### config.mk
export PLATFORM = sky130hd
export DESIGN_NAME = shift_seq_ctrl
export DESIGN_NICKNAME = d
export VERILOG_FILES = /design/src/rtl/shift_seq_ctrl.sv
export SDC_FILE = /design/constraint.sdc
export NUM_CORES = 1
export LEC_CHECK = 0
export BUFFER_PORTS_ARGS = -buffer_cell sky130_fd_sc_hd__buf_2
export CAP_MARGIN = 20
export CORE_MARGIN = 1.5
export CORE_UTILIZATION = 30
export DETAILED_ROUTE_END_ITERATION = 7
export PLACE_DENSITY = 0.58
export SLEW_MARGIN = 15
export SYNTH_ARGS = -nofsm -noshare
export SYNTH_HDL_FRONTEND = slang
export SYNTH_SLANG_ARGS = --single-unit
### constraint.sdc
create_clock -name clk -period 2.3 [get_ports clk]
set_input_delay 0.23 -clock clk [delete_from_list [all_inputs] [get_ports clk]]
set_output_delay 0.23 -clock clk [all_outputs]
set_load 0.005 [all_outputs]
### src/rtl/shift_seq_ctrl.sv
// ---------------------------------------------------------------------------------------------
// shift_seq_ctrl
//
// Multi-cycle sequencer for the register-specified barrel-shift operand. The shifter does not
// compute the result in a single cycle. It loads the operand and then walks it one bit per
// cycle; the optional fast mode walks four bits per cycle. The pipeline is stalled while the
// walk runs. The result and the shifter carry are published on a one-cycle done pulse. They
// then hold their values until the next request is accepted.
//
// Configuration:
//   SHIFT_SEQ_FAST_EN  when defined, a SHIFT cycle advances 4 bits while at least 4 steps remain
//                      and 1 bit otherwise. Results are identical; only latency changes.
//
// Parameters:
//   CNT_W       width of the remaining-step counter (must hold 0..33)
//
// Ports:
//   clk         rising-edge clock
//   rst         synchronous active-high reset
//   start       request a shift (accepted only in IDLE without flush)
//   flush       abort the current operation, return to IDLE
//   shift_type  00 LSL, 01 LSR, 10 ASR, 11 ROR
//   val_rm      operand to shift
//   shift_amt   shift amount (Rs[7:0])
//   carry_in    current C flag
//   busy        state is not IDLE
//   stall       hold upstream stages
//   done        one-cycle result-valid pulse
//   val2        shifted result (held until next accept)
//   carry_out   shifter carry (held until next accept)
// ---------------------------------------------------------------------------------------------

module shift_seq_ctrl #(
   parameter int unsigned CNT_W = 6
) (
   input  logic        clk,
   input  logic        rst,
   input  logic        start,
   input  logic        flush,
   input  logic [1:0]  shift_type,
   input  logic [31:0] val_rm,
   input  logic [7:0]  shift_amt,
   input  logic        carry_in,
   output logic        busy,
   output logic        stall,
   output logic        done,
   output logic [31:0] val2,
   output logic        carry_out
);

   localparam logic [1:0] ShLsl = 2'b00;
   localparam logic [1:0] ShLsr = 2'b01;
   localparam logic [1:0] ShAsr = 2'b10;
   localparam logic [1:0] ShRor = 2'b11;

   typedef enum logic [1:0] {
      StIdle  = 2'b00,
      StShift = 2'b01,
      StDone  = 2'b10
   } state_e;

   state_e            state_q, state_d;
   logic [CNT_W-1:0]  cnt_q, cnt_d;
   logic [31:0]       work_q, work_d;
   logic              wcarry_q, wcarry_d;
   logic [1:0]        type_q, type_d;
   logic [31:0]       val2_q, val2_d;
   logic              cout_q, cout_d;

   // Load-time values derived from the request
   logic [CNT_W-1:0]  n_load;
   logic              c_init;

   // One-bit step and the chosen step of the working operand
   logic [31:0]       one_val;
   logic              one_c;
   logic [31:0]       step_val;
   logic              step_c;
   logic [CNT_W-1:0]  step_cnt;

   // ------------------------------------------------------------------------------------------
   // Step count and initial carry for a new request
   // ------------------------------------------------------------------------------------------
   always_comb begin
      n_load = '0;
      unique case (shift_type)
         ShLsl, ShLsr: begin
            // 33 steps clear the operand and also shift the last carry out as 0
            n_load = (shift_amt > 8'd33) ? CNT_W'(33) : CNT_W'(shift_amt);
         end
         ShAsr: begin
            // Beyond 32 the result is all sign bits; more steps change nothing
            n_load = (shift_amt > 8'd32) ? CNT_W'(32) : CNT_W'(shift_amt);
         end
         ShRor: begin
            n_load = CNT_W'(shift_amt[4:0]);
         end
         default: n_load = '0;
      endcase
   end

   // A rotate by a non-zero multiple of 32 leaves the operand but reports bit31 as the carry;
   // an amount of exactly zero passes the incoming C flag through.
   always_comb begin
      c_init = carry_in;
      if ((shift_type == ShRor) && (shift_amt != 8'd0) && (shift_amt[4:0] == 5'd0)) begin
         c_init = val_rm[31];
      end
   end

   // ------------------------------------------------------------------------------------------
   // Datapath step
   // ------------------------------------------------------------------------------------------
   always_comb begin
      one_val = work_q;
      one_c   = wcarry_q;
      unique case (type_q)
         ShLsl: begin
            one_val = {work_q[30:0], 1'b0};
            one_c   = work_q[31];
         end
         ShLsr: begin
            one_val = {1'b0, work_q[31:1]};
            one_c   = work_q[0];
         end
         ShAsr: begin
            one_val = {work_q[31], work_q[31:1]};
            one_c   = work_q[0];
         end
         ShRor: begin
            one_val = {work_q[0], work_q[31:1]};
            one_c   = work_q[0];
         end
         default: begin
            one_val = work_q;
            one_c   = wcarry_q;
         end
      endcase
   end

   always_comb begin
      step_val = one_val;
      step_c   = one_c;
      step_cnt = cnt_q - CNT_W'(1);
`ifdef SHIFT_SEQ_FAST_EN
      if (cnt_q >= CNT_W'(4)) begin
         step_cnt = cnt_q - CNT_W'(4);
         // The carry is the last of the four bits shifted out
         unique case (type_q)
            ShLsl: begin
               step_val = {work_q[27:0], 4'b0000};
               step_c   = work_q[28];
            end
            ShLsr: begin
               step_val = {4'b0000, work_q[31:4]};
               step_c   = work_q[3];
            end
            ShAsr: begin
               step_val = {{4{work_q[31]}}, work_q[31:4]};
               step_c   = work_q[3];
            end
            ShRor: begin
               step_val = {work_q[3:0], work_q[31:4]};
               step_c   = work_q[3];
            end
            default: begin
               step_val = one_val;
               step_c   = one_c;
            end
         endcase
      end
`endif
   end

   // ------------------------------------------------------------------------------------------
   // Next-state logic
   // ------------------------------------------------------------------------------------------
   always_comb begin
      state_d  = state_q;
      cnt_d    = cnt_q;
      work_d   = work_q;
      wcarry_d = wcarry_q;
      type_d   = type_q;
      val2_d   = val2_q;
      cout_d   = cout_q;

      if (flush) begin
         // Abort from any state; the published result is left untouched
         state_d = StIdle;
         cnt_d   = '0;
      end else begin
         unique case (state_q)
            StIdle: begin
               if (start) begin
                  type_d   = shift_type;
                  work_d   = val_rm;
                  wcarry_d = c_init;
                  cnt_d    = n_load;
                  if (n_load == '0) begin
                     state_d = StDone;
                     val2_d  = val_rm;
                     cout_d  = c_init;
                  end else begin
                     state_d = StShift;
                  end
               end
            end
            StShift: begin
               work_d   = step_val;
               wcarry_d = step_c;
               cnt_d    = step_cnt;
               if (step_cnt == '0) begin
                  // Publish the result as DONE is entered, so done and val2 line up
                  state_d = StDone;
                  val2_d  = step_val;
                  cout_d  = step_c;
               end
            end
            StDone: begin
               state_d = StIdle;
            end
            default: begin
               state_d = StIdle;
               cnt_d   = '0;
            end
         endcase
      end
   end

   // ------------------------------------------------------------------------------------------
   // State registers
   // ------------------------------------------------------------------------------------------
   always_ff @(posedge clk) begin
      if (rst) begin
         state_q  <= StIdle;
         cnt_q    <= '0;
         work_q   <= '0;
         wcarry_q <= 1'b0;
         type_q   <= ShLsl;
         val2_q   <= '0;
         cout_q   <= 1'b0;
      end else begin
         state_q  <= state_d;
         cnt_q    <= cnt_d;
         work_q   <= work_d;
         wcarry_q <= wcarry_d;
         type_q   <= type_d;
         val2_q   <= val2_d;
         cout_q   <= cout_d;
      end
   end

   // ------------------------------------------------------------------------------------------
   // Outputs; status is forced low while reset is asserted
   // ------------------------------------------------------------------------------------------
   always_comb begin
      busy      = ~rst & (state_q != StIdle);
      stall     = ~rst & (((state_q == StIdle) & start & ~flush) | (state_q == StShift));
      done      = ~rst & (state_q == StDone);
      val2      = val2_q;
      carry_out = cout_q;
   end

endmodule

[Word level (Yosys, flattened, before mapping)]
Index checks and enable logic that the tools add are counted.
Word-level totals
  register bits after elaboration: 75
  output and inout bits: 36
Cells by class
  add/subtract/negate cells: 1
  $lt $le $gt $ge: 2
  eq/ne operators: 11
  muxes and demuxes: 22
  bitwise gates (word level): 9
  reduce and logical (&&, ||, !) cells: 19
Operator list (number)
  32-bit two-way mux: 4
  32-bit one-hot mux with 2 select lines: 2
  32-bit one-hot mux with 4 select lines: 1
  6-bit one-hot mux with 3 select lines: 2
  6-bit two-way mux: 3
  8-bit by 6-bit greater-than comparator with 1-bit output (second input constant): 2
  6-bit logical NOT: 2
  2-bit == test (second input constant): 5
  8-bit nonzero test: 1
  2-bit by 1-bit == test with 1-bit output (second input constant): 3
  2-bit logical NOT: 3
  2-bit two-way mux: 3
  2-bit inequality test (second input constant): 3
  3-bit AND reduction: 2
  6-bit by 1-bit subtractor with 6-bit output (second input constant): 1
  1-bit bitwise AND: 5
  5-bit logical NOT: 1
  5-bit AND reduction: 1
  1-bit two-way mux: 4
  1-bit one-hot mux with 2 select lines: 2
  2-bit one-hot mux with 2 select lines: 1
  2-bit AND reduction: 2
  2-bit nonzero test: 2
  2-bit OR reduction: 2
  4 further kinds: 7

[Logic depth before layout (Yosys ltp)]
Gate-level depths: netlist (run 1).
  word-level depth: 7
  depth in mapped cells: 9
  depth with buffers taken out: 7

[Worst setup path after synthesis (run 1)]
Ideal clock, no wire load.
  kind: reg2reg
  from: reg cnt_q[0]
  to: reg val2_q[19], in the netlist val2[19]
  library setup time: 0.133 ns
  arrival time: 1.681 ns
  required time: 2.167 ns
  slack: 0.486 ns
  cell stages (with the launch flop): 8
  clock period less this slack: 1.814 ns
  path through: dfxtp_1 -> clkbuf_2 -> or4_4 -> a21o_2 -> o2111a_2 -> buf_2 -> nand2_1 -> a21oi_2
On the way
  longest elaborated chain between the ends: 4
Ends and longest elaborated chain
  from (decl): line 63  | logic [CNT_W-1:0] cnt_q, cnt_d;
  from (signal assigned): line 244  | cnt_q <= cnt_d;
  6-bit by 1-bit subtractor with 6-bit output: line 144  | step_cnt = cnt_q - CNT_W'(1);
  6-bit logical NOT: line 212  | if (step_cnt == '0) begin
  2-bit inequality test (no source line)
  5-bit AND reduction (no source line)
  to (signal assigned): line 248  | val2_q <= val2_d;
  to (decl): line 67  | logic [31:0] val2_q, val2_d;
No other way between the ends.
A chain may end at the register's enable or synchronous reset.

[Worst setup path in the final report (run 1)]
  from: reg cnt_q[0]
  to: reg val2_q[1], in the netlist val2[1]
The elaborated chain is that of the path after synthesis.

==> metrics.txt, run 1 <==
Max Fclk=about 500 MHz; area of the die=between 10000 and 15000 µm²; final hold viol count=0; final net count=~610; count of antenna-violating nets left after detailed routing=0; share of final-layout standard cells stronger than drive strength 1=a little under a quarter; asr flop ratio synth=0%; initial core utilization=between 30 and 40%; Post-DP HPWL=6.73 mm; initial drt markers=211; worst slew margin relative to its limit=a little under two fifths; TritonCTS clock tree=built; total routed wirelength=9.52 mm; DR vias=approximately 3.5k; per-cell via count in the routed design=between 4 and 5; final critical delay including setup and external delays=2000 ps; Synth warnings=0; average routed wire per standard cell=between 10 and 15 µm; leading register cell type out of synthesis=sky130_fd_sc_hd__dfxtp_1; count of different cell masters after synthesis=49; total overflow reported by the global router=0; number of top-level design ports=between 80 and 90; floorplan row count=40; number of buffers inserted to repair setup after CTS=0; core region area=between 10000 and 15000 µm²; Setup Total Neg Slack=0 ps; critical path cell sequence=or4_4, a21o_2, o2111ai_2, buf_4, nand2_1, a21oi_1; IR Drop Worst-Case VDD=0.000322 V; DIE HEIGHT=approximately 110 µm; arrival time of the worst setup path=between 2000 and 2500 ps; most common cell after layout, fill and taps aside=sky130_fd_sc_hd__nand2_1; setup repair after global routing missed its margin=no; highest-count cells in the layout ignoring fill and taps=sky130_fd_sc_hd__nand2_1, sky130_fd_sc_hd__buf_2, sky130_fd_sc_hd__dfxtp_1; IO buf count=a little over 80; critical setup path kind=reg -> reg; number of global-route vias before repair=3328; family with the most delay on the worst path=simple AND/OR/NAND/NOR gates; post-route standard cell area excluding fillers=between 4000 and 5000 µm²; number of H-tree levels=3; total clock buffers created by CTS=9; antenna violations before repair=0; synthesized area per cell=7.59 µm²; library cell with the largest summed area after synthesis=sky130_fd_sc_hd__dfxtp_1; number of cells after detailed placement=slightly below 700; area growth from synthesis to layout=23.3%; total nets after synthesis=536; drc violations=0; Hold-fix buffers, CTS=0; final weighted congestion in routability-driven placement=approximately 0.79; final count of negative-setup-slack endpoints=0; slowest stage cell on the critical path=sky130_fd_sc_hd__or4_4; CTS sink count=between 70 and 80; endpoint class of the critical path=flop; Tightest Pin Transition=937 ps; width of the die=114 µm; Worst Path Buf+Inv=1; fill cell count=~1.3k; n_diodes=0; number of synthesized flops with an enable pin=0; delay of the slowest cell on the worst path=580 ps; overall power of the completed layout=approximately 3400 µW; kind of launch point of the worst setup path=flop; max cap viols=0; global-route wire length before repair=about 15 mm; reg2reg setup slack=about 300 ps; share of the synthesized area in the top cell type=about 41%; leakage component of the power=~0.0020 µW; root buffer cell=sky130_fd_sc_hd__clkbuf_16; sequential area share after synthesis=approximately two fifths; Final Skew=8.01 ps; hold wc startpoint=shift_type[0]; crit path launch=cnt_q[0]; area post-placement=between 4000 and 5000 µm²; combined global-route utilization of all metal layers=between 10% and 20%; kind of path behind the tightest hold check=in -> reg; run status=complete, no violations; Reg2Reg Launch Point=cnt_q[0]; clk slew on worst S/H paths=60 ps; Crit path required time=2560 ps; number of detailed-route iterations in the first pass=4; post-layout instance count excluding filler cells=around 710; final clock period utilization by the worst path=87.0%; netlist area before placement=3700 µm²; post-place setup slack=between 200 and 300 ps; pin count of the biggest net entering global routing=66; number of max-slew violations in the final report=0; synthesized flop and latch total=75; PwrDens=735 nW/µm²; fin worst setup slack=299 ps; synthesized instance count=487; cells taking the most area after synthesis=sky130_fd_sc_hd__dfxtp_1, sky130_fd_sc_hd__nand2_1, sky130_fd_sc_hd__mux2i_1, sky130_fd_sc_hd__a21oi_1, sky130_fd_sc_hd__o21ai_0; post-CTS sizing=0; CP Max Fanout=22; clock network latency to the later pin of the worst-skew pair=~340 ps; buffer depth of the longest clock path=2
[per-layer routing]
layer | GRT usage (%) | wire length [µm]
met3 | 3.08 | 430
met1 | 18.8 | 4430
met4 | 6.50 | 216
met2 | 24.3 | 4450
met5 | 0 | 0
[final timing paths]
kind,to,depth (start not counted)
worst max register to register,val2[1],6
worst min-delay path,type_q[0],3
worst min register to register,val2[31],2
worst max-delay path,val2[1],6
[synth_stat cells, types with 2 or more instances]
| cell | instances |
|---|---|
| sky130_fd_sc_hd__o31ai_1 | 2 |
| sky130_fd_sc_hd__ha_1 | 2 |
| sky130_fd_sc_hd__xnor2_1 | 2 |
| sky130_fd_sc_hd__a22oi_1 | 2 |
| sky130_fd_sc_hd__nand2_1 | 161 |
| sky130_fd_sc_hd__a21oi_1 | 57 |
| sky130_fd_sc_hd__a211oi_1 | 4 |
| sky130_fd_sc_hd__nor2_1 | 17 |
| sky130_fd_sc_hd__nor3_1 | 6 |
| sky130_fd_sc_hd__a21oi_2 | 9 |
| sky130_fd_sc_hd__buf_1 | 4 |
| sky130_fd_sc_hd__buf_6 | 3 |
| sky130_fd_sc_hd__nor2b_1 | 2 |
| sky130_fd_sc_hd__a31oi_1 | 3 |
| sky130_fd_sc_hd__o21a_1 | 3 |
| sky130_fd_sc_hd__buf_2 | 9 |
| sky130_fd_sc_hd__dfxtp_1 | 75 |
| sky130_fd_sc_hd__buf_4 | 2 |
| sky130_fd_sc_hd__mux2i_1 | 32 |
| sky130_fd_sc_hd__dlygate4sd1_1 | 2 |
| sky130_fd_sc_hd__or4_4 | 2 |
| sky130_fd_sc_hd__nand3_1 | 3 |
| sky130_fd_sc_hd__o21ai_0 | 41 |
| sky130_fd_sc_hd__clkbuf_1 | 13 |
| sky130_fd_sc_hd__inv_1 | 7 |
[area by class of cell]
class	count	area, µm²	share of cell area [%]
Clock buffer	11	243	5.32
Multi-Input combinational cell	371	2000	43.9
Sequential cell	75	1500	32.9
Timing Repair Buffer	93	518	11.4
Clock inverter	5	85.1	1.87
Inverter	7	26.3	0.576
Tap cell	147	184	4.03
[kinds of logic after synthesis]
group | synth area share (%)
and+or+nand+nor | 22.1
AOI/OAI and AO/OA | 21.7
DFF | 40.6
buffers and inverters | 5.58
muxes | 8.96
xor gates and xnor gates | 0.474
adders and majority gates | 0.676
[through the flow]
| step | hold WS [ps] | utilization [%] |
|---|---|---|
| floorplan | 309 | - |
| detailed placement | 445 | 35.3 |
| global placement | 441 | 35.3 |
| CTS | 166 | 38.0 |
| finish | 178 | 38.0 |
| global route | 180 | 38.0 |
[sequential cells by signal, summed over array words and instances, names as in the netlist]
| register | flops |
|---|---|
| cnt_q | 6 |
| state_q | 2 |
| type_q | 2 |
| work_q | 32 |
| val2 | 32 |
| carry_out | 1 |
[where the power goes]
part           leakage, µW  switching, µW  internal (µW)
Combinational      0.00121            250            174
Sequential        0.000610           45.1           1350
Clock             0.000156            549            985
Total              0.00197            844           2510
[tightest hold or removal path, stage by stage]
cell and delay [ps]:
sky130_fd_sc_hd__buf_2 130, sky130_fd_sc_hd__nand2_1 60, sky130_fd_sc_hd__a21oi_1 50
Note: power is estimated with default switching activity, not from simulation.
==> run 2, diff against run 1 <==
Settings changed: PLACE_DENSITY 0.58 to 0.49.
==> run 2 against run 1 <==
- clock power shrank 12%
- maximum frequency shrank 1.9%
- sequential share of layout area increased by 0.38 points
- critical path type unchanged
- critical endpoint is now val2[0]
- largest cell class unchanged
==> metrics.txt, run 2 (synthesis results as in run 1) <==
CTS sink count=75 (unchanged); final hold viol count=0 (unchanged); final critical delay including setup and external delays=2040 ps (+38.2 ps); DIE HEIGHT=114 µm (unchanged); post-route standard cell area excluding fillers=4510 µm² (-1.2%); kind of path behind the tightest hold check=in -> reg; critical setup path kind=reg -> reg; worst hold path stage count=3 (unchanged); number of buffers inserted to repair setup after CTS=0 (unchanged); fin worst setup slack=261 ps (-38.2 ps); reg2reg path depth=8 (+2); most common cell after layout, fill and taps aside=sky130_fd_sc_hd__nand2_1; IO buf count=82 (unchanged); highest-count cells in the layout ignoring fill and taps=sky130_fd_sc_hd__nand2_1, sky130_fd_sc_hd__buf_2, sky130_fd_sc_hd__dfxtp_1; kind of launch point of the worst setup path=flop; IR Drop Worst-Case VDD=0.000313 V (-2.8%); initial core utilization=30.8% (unchanged); number of global-route vias before repair=3399 (+2.1%); area growth from synthesis to layout=21.9%; Hold-fix buffers, CTS=0 (unchanged); FF-to-FF End=val2[0]; run status=complete, no violations; reg2reg setup slack=260 ps (-40 ps); share of final-layout standard cells stronger than drive strength 1=23.5% (+0.18 points); max cap viols=0 (unchanged); critical path cell sequence=inv_1, ha_1, xnor2_1, a31o_2, o2111a_2, buf_4, nor2_1, a211oi_1; final clock period utilization by the worst path=88.7% (+1.7 points); Crit path required time=2540 ps (-20 ps); delay of the slowest cell on the worst path=500 ps (-80 ps); number of detailed-route iterations in the first pass=4 (unchanged); Setup Total Neg Slack=0 ps (unchanged); floorplan row count=40 (unchanged); post-place setup slack=317 ps (+17.7 ps); CP Max Fanout=15 (-32%); final weighted congestion in routability-driven placement=0.821 (+3.8%); core region area=12000 µm² (unchanged); buffer depth of the longest clock path=2 (unchanged); Tightest Pin Transition=440 ps (-498 ps); pin count of the biggest net entering global routing=38 (-42%); final net count=606 (unchanged); width of the die=114 µm (unchanged); endpoint class of the critical path=flop; final count of negative-setup-slack endpoints=0 (unchanged); setup repair after global routing missed its margin=no; Reg2Reg Launch Point=cnt_q[0]; worst slew margin relative to its limit=70.2% (+33 points); post-CTS sizing=0 (unchanged); root buffer cell=sky130_fd_sc_hd__clkbuf_16; drc violations=0 (unchanged); combined global-route utilization of all metal layers=15.8% (+0.97 points); number of H-tree levels=3 (unchanged); overall power of the completed layout=3170 µW (-5.5%); end of the worst hold path=type_q[0]; hold wc startpoint=shift_type[0]; antenna violations before repair=0 (unchanged); Final Skew=5.31 ps (-2.69 ps); area post-placement=4220 µm² (-0.30%); per-cell via count in the routed design=4.93 (-0.82%); clk slew on worst S/H paths=60 ps (about the same); clock network latency to the later pin of the worst-skew pair=330 ps (about the same); arrival time of the worst setup path=2280 ps (+20 ps); total routed wirelength=10.1 mm (+5.6%); PwrDens=703 nW/µm² (-4.4%); global-route wire length before repair=16.5 mm (+6.3%); average routed wire per standard cell=14.2 µm (+5.6%); slowest stage cell on the critical path=sky130_fd_sc_hd__dfxtp_1; Max Fclk=490 MHz (-1.9%); Post-DP HPWL=6.96 mm (+3.4%); n_diodes=0 (unchanged); leakage component of the power=0.00194 µW (-1.6%); number of top-level design ports=83 (unchanged); total clock buffers created by CTS=9 (unchanged); initial drt markers=156 (-26%); TritonCTS clock tree=built; area of the die=13000 µm² (unchanged); DR vias=3494 (-0.82%); count of antenna-violating nets left after detailed routing=0 (unchanged); total overflow reported by the global router=0 (unchanged); number of max-slew violations in the final report=0 (unchanged)
[run 2: worst max-delay path, delay by kind of cell (launching register included)]
| kind | cells | cell delay, ps |
|---|---|---|
| flops | 1 | 500 |
| fa+ha+maj | 1 | 230 |
| compound gates | 3 | 670 |
| buf+inv | 2 | 290 |
| simple gates | 1 | 60 |
| xor+xnor | 1 | 210 |
[run 2: worst max path at each step]
stage	startpoint	end	slack, ps
2_1_floorplan	cnt_q[0]	val2[19]	490
3_3_place_gp	shift_amt[4]	val2[0]	360
3_5_place_dp	shift_amt[4]	val2[0]	320
4_1_cts	cnt_q[0]	val2[0]	280
5_1_grt	cnt_q[0]	val2[0]	50
6_report	cnt_q[0]	val2[0]	260
[run 2: cell type report]
| class | instances | area [µm²] |
|---|---|---|
| Fill cell | 1298 | 7500 |
| Tap cell | 147 | 184 |
| Inverter | 7 | 26.3 |
| Timing Repair Buffer | 93 | 505 |
| Sequential cell | 75 | 1500 |
| Multi-Input combinational cell | 371 | 2000 |
| Clock inverter | 6 | 48.8 |
| Clock buffer | 10 | 239 |
[run 2: power by group]
| group | switching [µW] | internal, µW | leakage, µW | total (µW) |
|---|---|---|---|---|
| sequential | 45.1 | 1350 | 0.000610 | 1400 |
| combinational | 254 | 171 | 0.00120 | 425 |
| clock | 578 | 769 | 0.000132 | 1350 |
[run 2: layer usage]
layer	wire length (µm)	GRT usage (%)	up-vias
met5	0	0	-
li1	-	-	1806
met1	4760	19.5	1618
met4	86	4.75	0
met3	318	3.35	9
met2	4900	27.5	61
[run 2: metrics by stage]
stage	cells	hold slack, ps	utilization [%]
CTS	709	168	37.5
global placement	693	441	35.1
detailed placement	693	444	35.1
global route	709	180	37.5
floorplan	487	309	-
finish	709	176	37.5
